<file path="src/rtl/sram_access_arbiter.sv">
// rtl/sram_access_arbiter.sv - two-port SRAM access arbiter; optional feature macro ARB_ROUND_ROBIN_EN
module sram_access_arbiter #(
    parameter int ADDR_W    = 16,
    parameter int DATA_W    = 8,
    parameter int SEQ_DELAY = 3,
    parameter int TIMEOUT   = 31,
    parameter int GAP       = 2
) (
    input  logic              Clk,
    input  logic              Reset_N,
    input  logic              AReq,
    input  logic              AWr,
    input  logic [ADDR_W-1:0] AAddr,
    input  logic [DATA_W-1:0] AWData,
    output logic              AAck,
    output logic [DATA_W-1:0] ARData,
    input  logic              BReq,
    input  logic              BWr,
    input  logic [ADDR_W-1:0] BAddr,
    input  logic [DATA_W-1:0] BWData,
    output logic              BAck,
    output logic [DATA_W-1:0] BRData,
    output logic              Err,
    output logic              SeqStart,
    output logic              SeqRead,
    output logic              SeqWrite,
    output logic [2:0]        SeqDelay,
    output logic              SeqExtend,
    input  logic              SeqCE,
    output logic [ADDR_W-1:0] MemAddr,
    output logic [DATA_W-1:0] MemDOut,
    output logic              MemDOE,
    input  logic [DATA_W-1:0] MemDIn,
    output logic [1:0]        Grant
);

    localparam logic [4:0] TIMEOUT_C = 5'(TIMEOUT);
    localparam logic [1:0] GAP_LAST  = 2'(GAP - 1);

    typedef enum logic [2:0] {
        ST_IDLE,
        ST_START,
        ST_WAIT_LOW,
        ST_WAIT_HIGH,
        ST_RELEASE
    } state_t;

    state_t            state_q, state_d;
    logic [4:0]        timer_q, timer_d;
    logic [1:0]        gap_q, gap_d;
    logic [1:0]        grant_q, grant_d;
    logic              seq_read_q, seq_read_d;
    logic              seq_write_q, seq_write_d;
    logic              mem_doe_q, mem_doe_d;
    logic [ADDR_W-1:0] mem_addr_q, mem_addr_d;
    logic [DATA_W-1:0] mem_dout_q, mem_dout_d;
    logic              a_ack_q, a_ack_d;
    logic              b_ack_q, b_ack_d;
    logic              err_q, err_d;
    logic [DATA_W-1:0] a_rdata_q, a_rdata_d;
    logic [DATA_W-1:0] b_rdata_q, b_rdata_d;
    logic              pick_b;
    logic              sel_wr;
    logic              go_release;
    logic              cycle_end;
`ifdef ARB_ROUND_ROBIN_EN
    logic              last_b_q, last_b_d;
`endif

    // Arbitration: which requester wins if a grant is made this cycle
    always_comb begin
        pick_b = 1'b0;
`ifdef ARB_ROUND_ROBIN_EN
        pick_b = BReq & (~AReq | ~last_b_q);
`else
        pick_b = BReq & ~AReq;
`endif
        sel_wr = pick_b ? BWr : AWr;
    end

    // Next-state logic and registered output values
    always_comb begin
        state_d     = state_q;
        timer_d     = timer_q;
        gap_d       = gap_q;
        grant_d     = grant_q;
        seq_read_d  = seq_read_q;
        seq_write_d = seq_write_q;
        mem_doe_d   = mem_doe_q;
        mem_addr_d  = mem_addr_q;
        mem_dout_d  = mem_dout_q;
        a_ack_d     = 1'b0;
        b_ack_d     = 1'b0;
        err_d       = 1'b0;
        a_rdata_d   = a_rdata_q;
        b_rdata_d   = b_rdata_q;
        go_release  = 1'b0;
        cycle_end   = 1'b0;
        unique case (state_q)
            ST_IDLE: begin
                if (AReq | BReq) begin
                    grant_d     = pick_b ? 2'b10 : 2'b01;
                    mem_addr_d  = pick_b ? BAddr : AAddr;
                    mem_dout_d  = pick_b ? BWData : AWData;
                    seq_read_d  = ~sel_wr;
                    seq_write_d = sel_wr;
                    mem_doe_d   = sel_wr;
                    state_d     = ST_START;
                end
            end
            ST_START: begin
                timer_d = '0;
                state_d = ST_WAIT_LOW;
            end
            ST_WAIT_LOW: begin
                if (!SeqCE) begin
                    timer_d = '0;
                    state_d = ST_WAIT_HIGH;
                end else if (timer_q == TIMEOUT_C) begin
                    err_d      = 1'b1;
                    go_release = 1'b1;
                end else begin
                    timer_d = timer_q + 5'd1;
                end
            end
            ST_WAIT_HIGH: begin
                if (SeqCE) begin
                    // CE has returned high: the generator finished the access
                    a_ack_d    = grant_q[0];
                    b_ack_d    = grant_q[1];
                    if (grant_q[0] && seq_read_q) a_rdata_d = MemDIn;
                    if (grant_q[1] && seq_read_q) b_rdata_d = MemDIn;
                    go_release = 1'b1;
                end else if (timer_q == TIMEOUT_C) begin
                    err_d      = 1'b1;
                    go_release = 1'b1;
                end else begin
                    timer_d = timer_q + 5'd1;
                end
            end
            ST_RELEASE: begin
                if (gap_q == GAP_LAST) begin
                    state_d = ST_IDLE;
                end else begin
                    gap_d = gap_q + 2'd1;
                end
            end
            default: begin
                state_d = ST_IDLE;
            end
        endcase
        if (go_release) begin
            cycle_end   = 1'b1;
            state_d     = ST_RELEASE;
            gap_d       = '0;
            grant_d     = 2'b00;
            seq_read_d  = 1'b0;
            seq_write_d = 1'b0;
            mem_doe_d   = 1'b0;
        end
    end

`ifdef ARB_ROUND_ROBIN_EN
    // Remember the last port served (by ack or abort) for round-robin fairness
    always_comb begin
        last_b_d = last_b_q;
        if (cycle_end) last_b_d = grant_q[1];
    end
`endif

    // State and output registers; reset drops every strobe at once
    always_ff @(posedge Clk or negedge Reset_N) begin
        if (!Reset_N) begin
            state_q     <= ST_IDLE;
            timer_q     <= '0;
            gap_q       <= '0;
            grant_q     <= 2'b00;
            seq_read_q  <= 1'b0;
            seq_write_q <= 1'b0;
            mem_doe_q   <= 1'b0;
            mem_addr_q  <= '0;
            mem_dout_q  <= '0;
            a_ack_q     <= 1'b0;
            b_ack_q     <= 1'b0;
            err_q       <= 1'b0;
            a_rdata_q   <= '0;
            b_rdata_q   <= '0;
`ifdef ARB_ROUND_ROBIN_EN
            last_b_q    <= 1'b1;
`endif
        end else begin
            state_q     <= state_d;
            timer_q     <= timer_d;
            gap_q       <= gap_d;
            grant_q     <= grant_d;
            seq_read_q  <= seq_read_d;
            seq_write_q <= seq_write_d;
            mem_doe_q   <= mem_doe_d;
            mem_addr_q  <= mem_addr_d;
            mem_dout_q  <= mem_dout_d;
            a_ack_q     <= a_ack_d;
            b_ack_q     <= b_ack_d;
            err_q       <= err_d;
            a_rdata_q   <= a_rdata_d;
            b_rdata_q   <= b_rdata_d;
`ifdef ARB_ROUND_ROBIN_EN
            last_b_q    <= last_b_d;
`endif
        end
    end

    // StartCycle stays high from START until the cycle is released
    assign SeqStart  = (state_q == ST_START) || (state_q == ST_WAIT_LOW) ||
                       (state_q == ST_WAIT_HIGH);
    assign SeqRead   = seq_read_q;
    assign SeqWrite  = seq_write_q;
    assign SeqDelay  = 3'(SEQ_DELAY);
    assign SeqExtend = 1'b0;
    assign MemAddr   = mem_addr_q;
    assign MemDOut   = mem_dout_q;
    assign MemDOE    = mem_doe_q;
    assign Grant     = grant_q;
    assign AAck      = a_ack_q;
    assign BAck      = b_ack_q;
    assign ARData    = a_rdata_q;
    assign BRData    = b_rdata_q;
    assign Err       = err_q;

endmodule

</file>
<file path="config.mk">
export PLATFORM = sky130hd
export DESIGN_NAME = sram_access_arbiter
export DESIGN_NICKNAME = d
export VERILOG_FILES = /design/src/rtl/sram_access_arbiter.sv
export SDC_FILE = /design/constraint.sdc
export NUM_CORES = 1
export LEC_CHECK = 0
export CAP_MARGIN = 40
export CORE_MARGIN = 2
export CORE_UTILIZATION = 42
export DETAILED_ROUTE_END_ITERATION = 6
export GPL_TIMING_DRIVEN = 0
export PLACE_DENSITY = 0.81
export RECOVER_POWER = 50
export SETUP_SLACK_MARGIN = 0.4
export SLEW_MARGIN = 20
export SYNTH_ARGS = -nofsm -noshare
export SYNTH_HDL_FRONTEND = slang
export SYNTH_SLANG_ARGS = --single-unit
</file>
<file path="constraint.sdc">
create_clock -name Clk -period 2 [get_ports Clk]
set_clock_uncertainty 0.2 [all_clocks]
set_input_delay 0.4 -clock Clk [delete_from_list [all_inputs] [get_ports Clk]]
set_output_delay 0.4 -clock Clk [all_outputs]
set_load 0.01 [all_outputs]
</file>
==> impl_metrics.tcl <==
set metrics [dict create \
    drv_slew 0 \
    setup_viol 0 \
    nNetsFinal 442 \
    final_cell_mix "clkdlybuf4s50_1, dfrtp_1, clkdlybuf4s15_1" \
    htreeDepth 3 \
    min_path_cells 2 \
    wl_um 7040 \
    grt_overflow 0 \
    start_util_pct 43.3 \
    syn_area_sq_um 2560 \
    final_common_cell "clkdlybuf4s50_1" \
    rows 28 \
    ir_worst_vdd_mv 0.672 \
    drive_gt1_share_pct 29.3 \
    coreArea_sq_um 5920 \
    yosys_warnings 0 \
    maxSlewHeadroom_pct 48.6 \
    grt_max_degree 58 \
    status "finished, final reports clean" \
    grt_pass1_vias 2197 \
    cts_buffers 9 \
    cts_tree "done" \
    io_pins 116 \
    ant_nets 0 \
    cts.reportedPaths.clkPinSlew_ns 0.06 \
    viasPerCell 4.95 \
    antenna_found_initial 0 \
    ys_seq_elements 57 \
    crit_required_ns 2.01 \
    die_w_um 82.1 \
    root_buffer "clkbuf_8" \
    avgSynthCellArea_sq_um 11.5 \
    fill_cells 422 \
    syn_inst 224 \
    rsz0062_at_grt "yes" \
    numClockSinks 57 \
    min_from "AReq" \
    hold_ws_ns 0.280 \
    tightestPinTransition_ns 0.771 \
    end_kind "flop" \
    dieHeight_um 82.1 \
    clockBufferDepth 2 \
    min_period_over_period_pct 89.2 \
    port_buffers 111 \
    cp_max_fo 8 \
    ff2ff_setup_slack_ns 0.22 \
    drc 0 \
    hp-class "in2reg" \
    r2r_cells 4 \
    r2r_start "state_q[2]" \
    worst_ep_arrival_time_ns 1.80 \
    hpwlAfterDp_um 4550 \
    cap_violations 0 \
    drtIter0Drc 47 \
    place.gp.congestion 0.784 \
    finalHoldViolCount 0 \
    first_pass_iters 4 \
    hold_end "Grant[1]" \
    post-route-min-period_ns 1.78 \
    dieArea_sq_um 6750 \
    crit_type "reg2reg" \
    dr_total_vias 2264 \
    leakagePower_nw 2.07 \
    critPathLaunchType "flop" \
    yosysSeqAreaShare_pct 55.6 \
    area_growth_pct 70.7 \
    track_usage_pct 19.7 \
    r2r_end "BRData[1]" \
    antenna_cells 0 \
    clk_latency_ns 0.33 \
    power_mw 5.75 \
    timing.fmax_mhz 560 \
    wl_per_cell_um 15.4 \
    grt_pass1_wl_um 9940 \
    p_per_area_nw_per_um2 1310 \
    ys_types 37 \
]
[metrics by stage]
stage	setup WS, ns	cell area [sq um]	utilization [%]	cells	setup TNS (ns)
2_1_floorplan	0.356	2590	-	226	0
3_3_place_gp	-1.42	3790	64.0	412	-89.11
3_5_place_dp	-0.329	3790	64.0	412	-9.44
4_1_cts	0.205	4140	69.9	443	0
5_1_grt	0.129	4380	73.9	457	0
6_report	0.215	4380	73.9	457	0
[state kept, by name, summed over array words and instances, names as in the netlist]
register	flops
timer_q	5
MemDOE	1
MemAddr	16
MemDOut	8
state_q	3
ARData	8
gap_q	2
Grant	2
SeqRead	1
BRData	8
BAck	1
AAck	1
Err	1
[power breakdown]
group / switching, mW / total, mW / internal (mW)
logic: 1.34 / 2.86 / 1.52
registers: 0.295 / 1.94 / 1.64
clock network: 0.438 / 0.949 / 0.511
total: 2.07 / 5.75 / 3.68
[worst max path at each step]
stage	startpoint	endpoint	slack, ns	cells past startpoint
5_1_grt	state_q[1]	MemAddr[12]	0.13	6
2_1_floorplan	state_q[2]	ARData[0]	0.36	4
6_report	state_q[2]	BRData[1]	0.22	4
4_1_cts	state_q[0]	SeqStart	0.20	4
3_3_place_gp	Reset_N	BRData[0]	-1.42	1
3_5_place_dp	AReq	MemAddr[14]	-0.33	6
[per-layer routing]
layer	share of wire (%)	up-vias	track usage (%)
met5	0	-	0
met4	1.7	0	9.67
met3	8.2	12	5.43
met2	51	84	34.0
met1	39	1083	22.5
li1	-	1085	-
[repair_timing]
| item | 4_1_cts | 5_1_grt |
|---|---|---|
| pin swaps | 7 | 14 |
| hold buffers | 1 | 0 |
| endpoints found under the setup margin | 102 | 75 |
| endpoints found under the hold margin | 57 | 0 |
| resized for setup | 121 | 77 |
| buffers inserted | 14 | 13 |
| cloned | 0 | 1 |
[worst max-delay path, stage by stage, from the launching register on]
cell and delay (ns):
dfrtp_2 0.44, and2b_2 0.24, and3_1 0.29, nand3_4 0.19
mux2_2 0.32
[Yosys cell counts, drive strengths merged]
cell | number | share of area (%)
a211oi | 1 | 0.29
a21o | 1 | 0.29
a21oi | 7 | 1.4
a22oi | 1 | 0.29
a311oi | 1 | 0.34
a41oi | 1 | 0.34
and2 | 2 | 0.49
and2b | 1 | 0.29
and3 | 2 | 0.68
buf | 11 | 2.6
clkbuf | 3 | 0.44
conb | 2 | 0.29
dfrtp | 57 | 56
ha | 2 | 0.98
inv | 5 | 0.73
mux2 | 16 | 7.0
mux2i | 27 | 11
nand2 | 28 | 4.1
nand2b | 3 | 0.73
nand3 | 4 | 1.8
nand3b | 1 | 0.29
nand4 | 2 | 0.49
nor2 | 8 | 1.2
nor2b | 1 | 0.24
nor3 | 2 | 0.83
o21a | 2 | 0.59
o21ai | 27 | 5.3
o221ai | 1 | 0.34
o22ai | 1 | 0.24
or2 | 1 | 0.24
or4b | 1 | 0.39
xor2 | 2 | 0.68
[cells by family after synthesis]
group | share of synthesized area, %
other | 0.293
adders and majority gates | 0.975
muxes | 17.6
AOI/OAI and AO/OA | 9.37
DFF | 55.6
and+or+nand+nor | 11.7
buffers and inverters | 3.81
xor gates and xnor gates | 0.683
[layout make-up]
| class | count | area [sq um] | share of cell area (%) |
|---|---|---|---|
| clock inverter | 3 | 15.0 | 0.343 |
| inverter | 5 | 18.8 | 0.429 |
| tap | 75 | 93.8 | 2.14 |
| timing repair buffer | 140 | 1310 | 29.8 |
| buffer | 14 | 135 | 3.09 |
| sequential | 57 | 1430 | 32.6 |
| clock buffer | 13 | 159 | 3.63 |
| multi-input combinational | 150 | 1220 | 27.9 |
Note: power is estimated with default switching activity, not from simulation.
